<file path="src/rtl/mini_core_pkg.sv">
// Shared types and defaults for the register-file write-port arbiter.
package mini_core_pkg;

    localparam int unsigned FIFO_DEPTH_DEF   = 4;
    localparam int unsigned STARVE_LIMIT_DEF = 4;

    typedef struct packed {
        logic [4:0]  rd;
        logic [31:0] data;
    } t_rf_wr_entry;

    typedef enum logic [1:0] {
        GNT_NONE = 2'd0,
        GNT_PIPE = 2'd1,
        GNT_LONG = 2'd2
    } t_rf_gnt;

    function automatic logic [31:0] rd_onehot(input logic [4:0] rd);
        return 32'd1 << rd;
    endfunction

endpackage

</file>
<file path="src/rtl/mini_core_rf_wr_fifo.sv">
// Long-latency result FIFO; exposes per-entry valid/rd taps so the arbiter
// can build the pending-destination mask from registered state only.
module mini_core_rf_wr_fifo
    import mini_core_pkg::*;
#(
    parameter int unsigned DEPTH = FIFO_DEPTH_DEF
) (
    input  logic                 clk,
    input  logic                 rst,
    input  logic                 push_i,
    input  logic [4:0]           push_rd_i,
    input  logic [31:0]          push_data_i,
    input  logic                 pop_i,
    output logic                 full_o,
    output logic                 empty_o,
    output logic [4:0]           head_rd_o,
    output logic [31:0]          head_data_o,
    output logic [DEPTH-1:0]     entry_valid_o,
    output logic [DEPTH*5-1:0]   entry_rd_o
);

    localparam int unsigned PW = $clog2(DEPTH);

    logic [PW-1:0]  wr_ptr_q, rd_ptr_q;
    logic [PW:0]    count_q;
    logic [DEPTH-1:0] valid_q, valid_d;
    t_rf_wr_entry   mem_q [DEPTH];

    logic do_push, do_pop;

    assign full_o  = (count_q == (PW+1)'(DEPTH));
    assign empty_o = (count_q == '0);
    assign do_push = push_i & ~full_o;
    assign do_pop  = pop_i & ~empty_o;

    always_comb begin
        valid_d = valid_q;
        if (do_pop)  valid_d[rd_ptr_q] = 1'b0;
        if (do_push) valid_d[wr_ptr_q] = 1'b1;
    end

    always_ff @(posedge clk or posedge rst) begin
        if (rst) begin
            wr_ptr_q <= '0;
            rd_ptr_q <= '0;
            count_q  <= '0;
            valid_q  <= '0;
        end else begin
            valid_q <= valid_d;
            if (do_push) wr_ptr_q <= wr_ptr_q + PW'(1);
            if (do_pop)  rd_ptr_q <= rd_ptr_q + PW'(1);
            case ({do_push, do_pop})
                2'b10:   count_q <= count_q + (PW+1)'(1);
                2'b01:   count_q <= count_q - (PW+1)'(1);
                default: count_q <= count_q;
            endcase
        end
    end

    // Payload needs no reset: the valid bits gate every use of it.
    always_ff @(posedge clk) begin
        if (do_push) mem_q[wr_ptr_q] <= '{rd: push_rd_i, data: push_data_i};
    end

    assign head_rd_o     = mem_q[rd_ptr_q].rd;
    assign head_data_o   = mem_q[rd_ptr_q].data;
    assign entry_valid_o = valid_q;

    generate
        for (genvar gi = 0; gi < DEPTH; gi++) begin : g_tap
            assign entry_rd_o[gi*5 +: 5] = mem_q[gi].rd;
        end
    endgenerate

endmodule

</file>
<file path="src/rtl/mini_core_rf_wr_arb.sv">
// Register-file write-port arbiter: pipeline write-back vs. queued
// long-latency results, with starvation bound and same-rd ordering stall.
module mini_core_rf_wr_arb
    import mini_core_pkg::*;
#(
    parameter int unsigned FIFO_DEPTH   = FIFO_DEPTH_DEF,
    parameter int unsigned STARVE_LIMIT = STARVE_LIMIT_DEF
) (
    input  logic        Clock,
    input  logic        Rst,
    input  logic        WbValidQ104H,
    input  logic [4:0]  WbRdQ104H,
    input  logic [31:0] RegWrDataQ104H,
    input  logic        LongValid,
    input  logic [4:0]  LongRd,
    input  logic [31:0] LongData,
    output logic        LongReady,
    output logic        RfWrEn,
    output logic [4:0]  RfWrAddr,
    output logic [31:0] RfWrData,
    output logic        StallQ104H,
    output logic [31:0] PendingMask
);

    logic                    fifo_full, fifo_empty, fifo_push, fifo_pop;
    logic [4:0]              head_rd;
    logic [31:0]             head_data;
    logic [FIFO_DEPTH-1:0]   entry_valid;
    logic [FIFO_DEPTH*5-1:0] entry_rd;

    logic [3:0] starve_cnt_q, starve_cnt_d;
    logic       starve, conflict, wb_ok;
    logic [31:0] pending_mask;
    t_rf_gnt    gnt;

    // rd=0 long results are acknowledged but never enter the FIFO.
    assign LongReady = ~fifo_full;
    assign fifo_push = LongValid & ~fifo_full & (LongRd != 5'd0);

    mini_core_rf_wr_fifo #(.DEPTH(FIFO_DEPTH)) u_fifo (
        .clk           (Clock),
        .rst           (Rst),
        .push_i        (fifo_push),
        .push_rd_i     (LongRd),
        .push_data_i   (LongData),
        .pop_i         (fifo_pop),
        .full_o        (fifo_full),
        .empty_o       (fifo_empty),
        .head_rd_o     (head_rd),
        .head_data_o   (head_data),
        .entry_valid_o (entry_valid),
        .entry_rd_o    (entry_rd)
    );

    always_comb begin
        pending_mask = '0;
        for (int i = 0; i < int'(FIFO_DEPTH); i++) begin
            if (entry_valid[i]) pending_mask = pending_mask | rd_onehot(entry_rd[i*5 +: 5]);
        end
        pending_mask[0] = 1'b0;
    end
    assign PendingMask = pending_mask;

    assign wb_ok    = WbValidQ104H & (WbRdQ104H != 5'd0);
    assign conflict = WbValidQ104H & pending_mask[WbRdQ104H];
    assign starve   = (starve_cnt_q == 4'(STARVE_LIMIT));

    always_comb begin
        gnt        = GNT_NONE;
        StallQ104H = 1'b0;
        if (fifo_empty) begin
            if (wb_ok) gnt = GNT_PIPE;
        end else if (!wb_ok) begin
            gnt = GNT_LONG;
        end else if (!conflict && !starve) begin
            gnt = GNT_PIPE;
        end else begin
            gnt        = GNT_LONG;
            StallQ104H = 1'b1;
        end
    end

    assign fifo_pop = (gnt == GNT_LONG);

    always_comb begin
        RfWrEn   = 1'b0;
        RfWrAddr = 5'd0;
        RfWrData = 32'd0;
        case (gnt)
            GNT_PIPE: begin
                RfWrEn   = 1'b1;
                RfWrAddr = WbRdQ104H;
                RfWrData = RegWrDataQ104H;
            end
            GNT_LONG: begin
                RfWrEn   = 1'b1;
                RfWrAddr = head_rd;
                RfWrData = head_data;
            end
            default: ;
        endcase
    end

    always_comb begin
        starve_cnt_d = starve_cnt_q;
        if (fifo_empty || fifo_pop) starve_cnt_d = 4'd0;
        else if (!starve)           starve_cnt_d = starve_cnt_q + 4'd1;
    end

    always_ff @(posedge Clock or posedge Rst) begin
        if (Rst) starve_cnt_q <= 4'd0;
        else     starve_cnt_q <= starve_cnt_d;
    end

endmodule

</file>
<file path="config.mk">
export PLATFORM = sky130hd
export DESIGN_NAME = mini_core_rf_wr_arb
export DESIGN_NICKNAME = d
export VERILOG_FILES = /design/src/rtl/mini_core_pkg.sv /design/src/rtl/mini_core_rf_wr_fifo.sv /design/src/rtl/mini_core_rf_wr_arb.sv
export SDC_FILE = /design/constraint.sdc
export NUM_CORES = 1
export LEC_CHECK = 0
export CORE_ASPECT_RATIO = 1.5
export CORE_MARGIN = 2
export CORE_UTILIZATION = 25
export DETAILED_ROUTE_END_ITERATION = 6
export HOLD_SLACK_MARGIN = 0.12
export PLACE_DENSITY = 0.46
export SYNTH_ARGS = -nofsm -noshare
export SYNTH_HDL_FRONTEND = slang
export SYNTH_SLANG_ARGS = --single-unit
</file>
<file path="constraint.sdc">
create_clock -name Clock -period 3.3 [get_ports Clock]
set_input_delay 0.66 -clock Clock [delete_from_list [all_inputs] [get_ports Clock]]
set_output_delay 0.66 -clock Clock [all_outputs]
set_load 0.02 [all_outputs]
</file>
== Word level (Yosys, flattened, before mapping) ==
Memories as Yosys holds them, arrays and structs flattened.
Cells that the tools add are included.

* Bits in writable memories: 148
* Flip-flop bits (word level): 15
* Output and inout port bits: 72
* Word-level logic and storage cells: 79
* Memories kept: 1

* Equality and inequality tests: 7
* Add/sub/neg operators: 5
* Bitwise gates (word level): 14
* Magnitude comparators: 5
* Shift operators: 4
* Reductions and logical operators: 11
* Muxes and demuxes: 27

{| class="wikitable"
|+ Memories
! name !! words !! bits a word !! rd ports !! clocked after Yosys merged registers in !! write ports !! RTL line !! RTL
|-
| u_fifo.mem_q || 4 || 37 || 5 || 0 || 1 || mini_core_rf_wr_fifo.sv:27 || <nowiki>t_rf_wr_entry mem_q [DEPTH];</nowiki>
|}

{| class="wikitable"
|+ Operator list
! kind !! number
|-
| $mux 32 || 4
|-
| $shl 1x5->32 const A || 4
|-
| $or 32x32->32 || 3
|-
| $pmux 32 s2 || 1
|-
| $mux 4 || 4
|-
| $mux 1 || 10
|-
| $pmux 5 s2 || 1
|-
| $reduce_bool 5->1 || 2
|-
| $and 1x1->1 || 6
|-
| $lt 2x3->1 const B || 2
|-
| $lt 5x6->1 const B || 1
|-
| $mux 2 || 3
|-
| $pmux 3 s2 || 1
|-
| $bmux 1 s5 || 1
|-
| $add 2x1->2 const B || 2
|-
| $add 4x1->4 const B || 1
|-
| $and 4x4->4 || 1
|-
| $demux 1 s2 || 2
|-
| $eq 2x1->1 const B || 2
|-
| $eq 2x2->1 const B || 2
|-
| $eq 4x3->1 const B || 1
|-
| $ge 2x1->1 const B || 2
|-
| $not 4->4 || 1
|-
| $or 4x4->4 || 1
|-
| 11 further kinds || 15
|}

== Depth between registers and ports, before layout ==
Gate-level depths: netlist of the first run.
An unclocked memory read counts as a cell.

* Depth in word-level cells: 22
* Depth in mapped cells: 18
* Depth with buffers taken out: 16

== Hierarchy ==
From an unflattened synthesis of the first run, not the netlist that was laid out.

* Cells, all modules: 615
* Area total of the unflattened synthesis: 8577.0 µm²

{| class="wikitable"
|+ Modules (own cells, without submodules)
! module !! area each (µm²) !! cells an instance !! sequential area each (µm²) !! instances
|-
| mini_core_rf_wr_fifo || 6142.1 || 271 || 4719.5 || 1
|-
| mini_core_rf_wr_arb || 2434.8 || 344 || 100.1 || 1
|}

== Worst setup path before layout of the first run ==
No wires, ideal clock.

* Path kind: register to output
* From: memory u_fifo.mem_q[1][32] (netlist bit)
* To: output RfWrAddr[0]
* Stages on the path, launching flop included: 9
* Data required time: 2640 ps
* Data arrival time: 3190 ps
* Path slack: -550 ps
* Path through: edfxtp_1 > or4b_2 > o221ai_1 > nand3_1 > a41oi_1 > o41ai_4 > a21o_4 > buf_6 > a221oi_1

{| class="wikitable"
|+ RTL lines
! element !! RTL line !! RTL
|-
| from (decl) || mini_core_rf_wr_fifo.sv:27 ||
|-
| to (decl) || mini_core_rf_wr_arb.sv:19 || <nowiki>output logic [4:0] RfWrAddr,</nowiki>
|}

==> run metrics, run 1 <==
syn avg cell area=13.9 µm²; unrepaired setup endpoints after global routing=true; max incr delay on CP=0.51 ns; top sig layer=met4; Design Power=9.46 mW; Via Count=6514; Critical Path, Cell by Cell=buf_4, or4b_4, buf_4, nor2_1, a211o_1, nand3_2, a41oi_2, o41ai_4, a21o_4, bufbuf_16, a221oi_4, buf_6; Die H=228 µm; die area=35000 µm²; vias per inst=4.75; kind of end point of the critical path=output port; fin. max-slew vios=0; status=complete, but fails checks; vias in the first global route=6929; share of post-route cells with drive strength above 1=44.0%; # port buffers=148; total I/O pin count=150; drt total wl=27.8 mm; commonest cells in the netlist=148 x edfxtp_1, 93 x inv_1, 39 x mux4_2; Synth cell types=67; Post-Route M1 WL=10.1 mm; Final HPWL DP=20.4 mm; top-area cell type share of the netlist area=53.0%; CTS tree=done; top_reg_cell synth=edfxtp_1; Routed WL per cell=20.3 µm; number of synthesized flops with an enable pin=148; leakage=5.14 nW; CTS HTree Levels=4; largest net degree at the start of global routing=38; fillers=3290; Routed Antenna Nets=0; routability congestion estimate from global placement=0.886; clock latency on the worst-skew pair=0.43 ns; DRT iter0 DRCs=261; r2r startpoint=u_fifo.mem_q[1][35]; clk buf depth=2; fin nets=1029; DR WL met2=15.4 mm; initial antenna violation count=0; clock root buffer=clkbuf_16; worst path buffer plus inverter count=4; Worst-Margin Slew=0.629 ns; Hold Violations, Final=0; TritonCTS Sinks=163; fin crit share=128%; clock skew=0.00703 ns; Arr. time, crit path=3.55 ns; CTS Hold Bufs=0; Fmax achieved=238 MHz; required time worst endpoint=2.64 ns; cell with the most instances after synthesis=edfxtp_1; total track usage=15.8%; Rel. slew slack=58.0%; CP max FO=6; standard-cell rows=82; r2r setup slk=-0.64 ns; ys async rst share=9.20%; Crit path top cell by count=buf_4; top cell type by total area after synthesis=edfxtp_1; Clk pin slew, worst setup/hold paths=0.07 ns; failing checks=negative setup slack; Yosys reg bits=163; first-pass GRT wire length=41.4 mm; met3 WL=929 µm; WS Path Type=flop to output port; crit-path leading delay family=compound AO/OA/AOI/OAI gates; Syn-to-layout area delta=55.9%; Setup WS post-layout=-0.909 ns; CP max-delay cell=or4b_4; Final setup viols=43; Synth Warn #=0; synth top area cells=edfxtp_1 53%, mux4_2 10%, dfrtp_1 4.5%, o22ai_2 4.5%, inv_1 4.2%; final setup TNS=-33.35 ns; Post-Syn Area=8380 µm²; hold_ws=0.524 ns; total core area=33200 µm²; antenna fix cells=0; # DRC=0; Max VDD drop=0.391 mV; minimum clock period=4.21 ns; Remaining Overflow, GRT=0; Post-Synthesis Cells=605; total of max-cap violations=0; router iterations before antenna repair=4; startpoint class of the critical path=flop; Initial Util=25.2%; PwrDens=724 nW/µm²; CP Launch Point=u_fifo.mem_q[1][35]; Syn Nets=695; Hold Startpoint=u_fifo.count_q[2]; sequential share of the synthesized area=57.5%; clock buffer count from CTS=17; Die X=154 µm; worst min path class=flop to flop
-- routing by layer --
layer	GRT usage [%]	vias to the layer above
li1	-	3029
met1	16.4	3241
met2	29.7	189
met3	2.72	55
met4	8.46	0
met5	0	-
-- layout by cell type (no fill, tap or decap), types with 5 or more instances in the layout --
cell type / count
buf_12: 8
buf_2: 7
buf_4: 173
buf_6: 43
clkbuf_16: 17
clkdlybuf4s50_1: 93
dfrtp_1: 9
dfrtp_2: 6
dlygate4sd2_1: 6
dlymetal6s2s_1: 7
edfxtp_1: 148
ha_1: 10
inv_1: 88
inv_6: 7
mux4_2: 39
nand2_1: 16
nand2b_1: 8
nand3_1: 6
nand4b_1: 12
nor2_1: 30
nor3_1: 6
o221ai_2: 7
o22a_1: 9
o22ai_1: 21
o22ai_2: 19
o22ai_4: 18
or2_2: 11
or3_1: 5
-- where the power goes --
group	total [mW]	switching (mW)	internal [mW]	leakage, nW
Sequential	2.94	0.206	2.73	1.53
Clock	1.92	0.839	1.08	0.281
Combinational	4.60	2.33	2.27	3.33
-- what timing repair did --
| action | 4_1_cts | 5_1_grt |
|---|---|---|
| gates cloned | 3 | 0 |
| pin swaps | 15 | 6 |
| gates resized for setup | 277 | 56 |
| endpoints found under the setup margin | 60 | 57 |
| buffers inserted | 27 | 19 |
-- cell families after synthesis --
family / Yosys count / share of synthesized area [%]
flops: 163 / 57.5
simple gates: 135 / 9.66
compound gates: 124 / 13.4
buf+inv: 123 / 6.13
mux: 41 / 10.7
fa+ha+maj: 12 / 1.88
xor+xnor: 6 / 0.627
other cells: 1 / 0.0447
-- metrics by stage --
step	utilization, %	instances	setup slack, ns	cell area, µm²
floorplan	-	605	-0.320	8490
global placement	34.7	1294	-1.11	11500
detailed placement	34.7	1294	-1.13	11500
CTS	38.3	1356	-0.915	12700
global route	39.3	1372	-1.03	13100
finish	39.3	1372	-0.909	13100
-- layout make-up --
cell class / count / area (µm²) / area share, %
tap: 420 / 526 / 4.02
clock buffer: 18 / 439 / 3.36
inverter: 95 / 359 / 2.75
sequential: 163 / 4830 / 36.9
multi-input combinational: 319 / 3620 / 27.7
timing repair buffer: 343 / 3160 / 24.2
clock inverter: 14 / 140 / 1.07
-- worst reg2reg max path, delay by kind of cell, from the launching register on --
family          cells  cell delay, ns
compound gates      4            0.85
xor+xnor            2            0.29
fa+ha+maj           2            0.44
buf+inv             8            0.97
flops               1            0.48
simple gates        4            0.83
-- final timing paths --
kind,endpoint,cells past startpoint
worst max-delay path,RfWrAddr[0],12
max in group asynchronous,u_fifo.entry_valid_o[0],2
worst min-delay path,u_fifo.count_q[2],1
min in group asynchronous,starve_cnt_q[3],2
worst min register to register,u_fifo.count_q[2],1
worst max register to register,u_fifo.count_q[2],20
-- flip-flops by register name, indices dropped and copies added (netlist names) --
signal,cells
starve_cnt_q,4
u_fifo.count_q,3
u_fifo.entry_valid_o,4
u_fifo.mem_q,148
u_fifo.rd_ptr_q,2
u_fifo.wr_ptr_q,2
No activity file was read; power rests on OpenSTA's default activity.
==> run 2, diff against run 1 <==
--- a/constraint.sdc
+++ b/constraint.sdc
@@ -3,2 +3,2 @@
 set_output_delay 0.66 -clock Clock [all_outputs]
-set_load 0.02 [all_outputs]
+set_load 0.01 [all_outputs]
==> run 2 against run 1 <==
The flow still finishes with violations (negative setup slack). Count of clock-buffer cells in the layout unchanged. Hold slack worse by 0.0093 ns. Sequential share of layout area is 0.18 points higher. Clock power up 9%. Critical path depth increased by 1. Register-to-register slack worse by 0.02 ns. Maximum frequency grew 0.16%. Core utilization fell by 0.21 points. Clock skew fell by 0.00065 ns. Combinational power fell by 13%. Die area unchanged. Largest power group unchanged. Highest routed layer unchanged.
==> run metrics, run 2 (synthesized netlist as in run 1, its figures left out) <==
status=complete, but fails checks; failing checks=negative setup slack; standard-cell rows=82; Clk pin slew, worst setup/hold paths=0.06 ns; fin crit share=127%; largest net degree at the start of global routing=26; total core area=33200 µm²; vias in the first global route=7087; minimum clock period=4.20 ns; clk buf depth=2; fin nets=1048; Final setup viols=42; Die X=154 µm; Arr. time, crit path=3.54 ns; total I/O pin count=150; Worst-Margin Slew=0.650 ns; DRT iter0 DRCs=215; CTS Hold Bufs=0; leakage=5.13 nW; Die H=228 µm; commonest cells after routing, fill and taps aside=178 x buf_4, 148 x edfxtp_1, 102 x clkdlybuf4s50_1, 88 x inv_1, 39 x mux4_2; startpoint class of the critical path=flop; Finished Cell Area=13000 µm²; clock buffer count from CTS=17; unrepaired setup endpoints after global routing=true; WS Path Type=flop to output port; Remaining Overflow, GRT=0; kind of end point of the critical path=output port; clock root buffer=clkbuf_16; clock latency on the worst-skew pair=0.43 ns; Syn-to-layout area delta=55.0%; Via Count=6631; Placed Area=11800 µm²; worst min path class=flop to flop; Rel. slew slack=56.6%; hold_ws=0.515 ns; Final Non-Filler Cells=1390; Routed WL per cell=19.8 µm; Final Util=39.1%; Routed Antenna Nets=0; total of max-cap violations=0; Design Power=9.10 mW; initial antenna violation count=0; Initial Util=25.2%; Setup WS post-layout=-0.902 ns; # port buffers=148; required time worst endpoint=2.64 ns; die area=35000 µm²; share of post-route cells with drive strength above 1=44.8%; commonest non-fill, non-tap cell in the layout=buf_4; CTS HTree Levels=4; dpl ws=-1.13 ns; placed cell count=1314; drt total wl=27.5 mm; Max VDD drop=0.384 mV; Top reg by flops=u_fifo.mem_q; first-pass GRT wire length=41.1 mm; router iterations before antenna repair=4; TritonCTS Sinks=163; PwrDens=700 nW/µm²; CP max FO=5; final setup TNS=-32.12 ns; # DRC=0; Fmax achieved=238 MHz; CTS tree=done; clock skew=0.00639 ns; flip-flop count of the largest register after layout=148; routability congestion estimate from global placement=0.948; antenna fix cells=0; vias per inst=4.77; Hold Violations, Final=0; fin. max-slew vios=0; total track usage=15.5%; Final HPWL DP=20.7 mm
run 2: area by class of cell:
type | count | area, µm²
Inverter | 95 | 359
Sequential cell | 163 | 4820
Tap cell | 420 | 526
Fill cell | 3270 | 20200
Multi-Input combinational cell | 319 | 3440
Timing Repair Buffer | 362 | 3220
Clock inverter | 13 | 196
Clock buffer | 18 | 429
run 2: routing by layer:
metal  global-route usage, %  part of all wire [%]  vias to the layer above
met3                    2.36                   3.3                       69
met5                       0                     0                        -
li1                        -                     -                     3067
met4                    9.00                   5.3                        0
met2                    29.8                    56                      204
met1                    15.6                    36                     3291
run 2: where the power goes:
part	internal [mW]	switching [mW]	total [mW]
Sequential	2.72	0.267	2.99
Combinational	2.08	1.94	4.02
Clock	1.28	0.814	2.09
Total	6.08	3.02	9.10
run 2: worst max-delay path, cell delays in order, from the launching register on:
cell and delay (ns):
edfxtp_1 0.49, buf_6 0.17, or4b_4 0.49, buf_6 0.15, o22ai_1 0.11, a211o_1 0.21
nand3_1 0.13, a41oi_2 0.28, o41ai_4 0.10, buf_4 0.16, a21o_4 0.23, buf_8 0.14
a221oi_4 0.28, buf_2 0.17
run 2: final timing paths:
check / from / end / slack, ns / depth (start not counted)
hold reg to reg: u_fifo.count_q[0] / u_fifo.count_q[0] / 0.51 / 1
hold / removal: u_fifo.count_q[0] / u_fifo.count_q[0] / 0.51 / 1
setup / recovery: u_fifo.mem_q[0][34] / RfWrAddr[2] / -0.90 / 13
max in group asynchronous: Rst / u_fifo.rd_ptr_q[1] / 2.21 / 2
setup reg to reg: u_fifo.mem_q[0][34] / u_fifo.count_q[2] / -0.66 / 20
min in group asynchronous: Rst / starve_cnt_q[2] / 0.63 / 2
run 2: what timing repair did:
action                     4_1_cts  5_1_grt
setup endpoints to repair       53       46
resized for setup              180       55
gates cloned                     0        2
buffers inserted                39       11
pin swaps                       14       18
==> run 3, diff against run 2 <==
Settings changed: CTS_CLUSTER_DIAMETER set to 100.
==> results of run 3 <==
Final layout, timing and power as in run 2 (identical DEF).
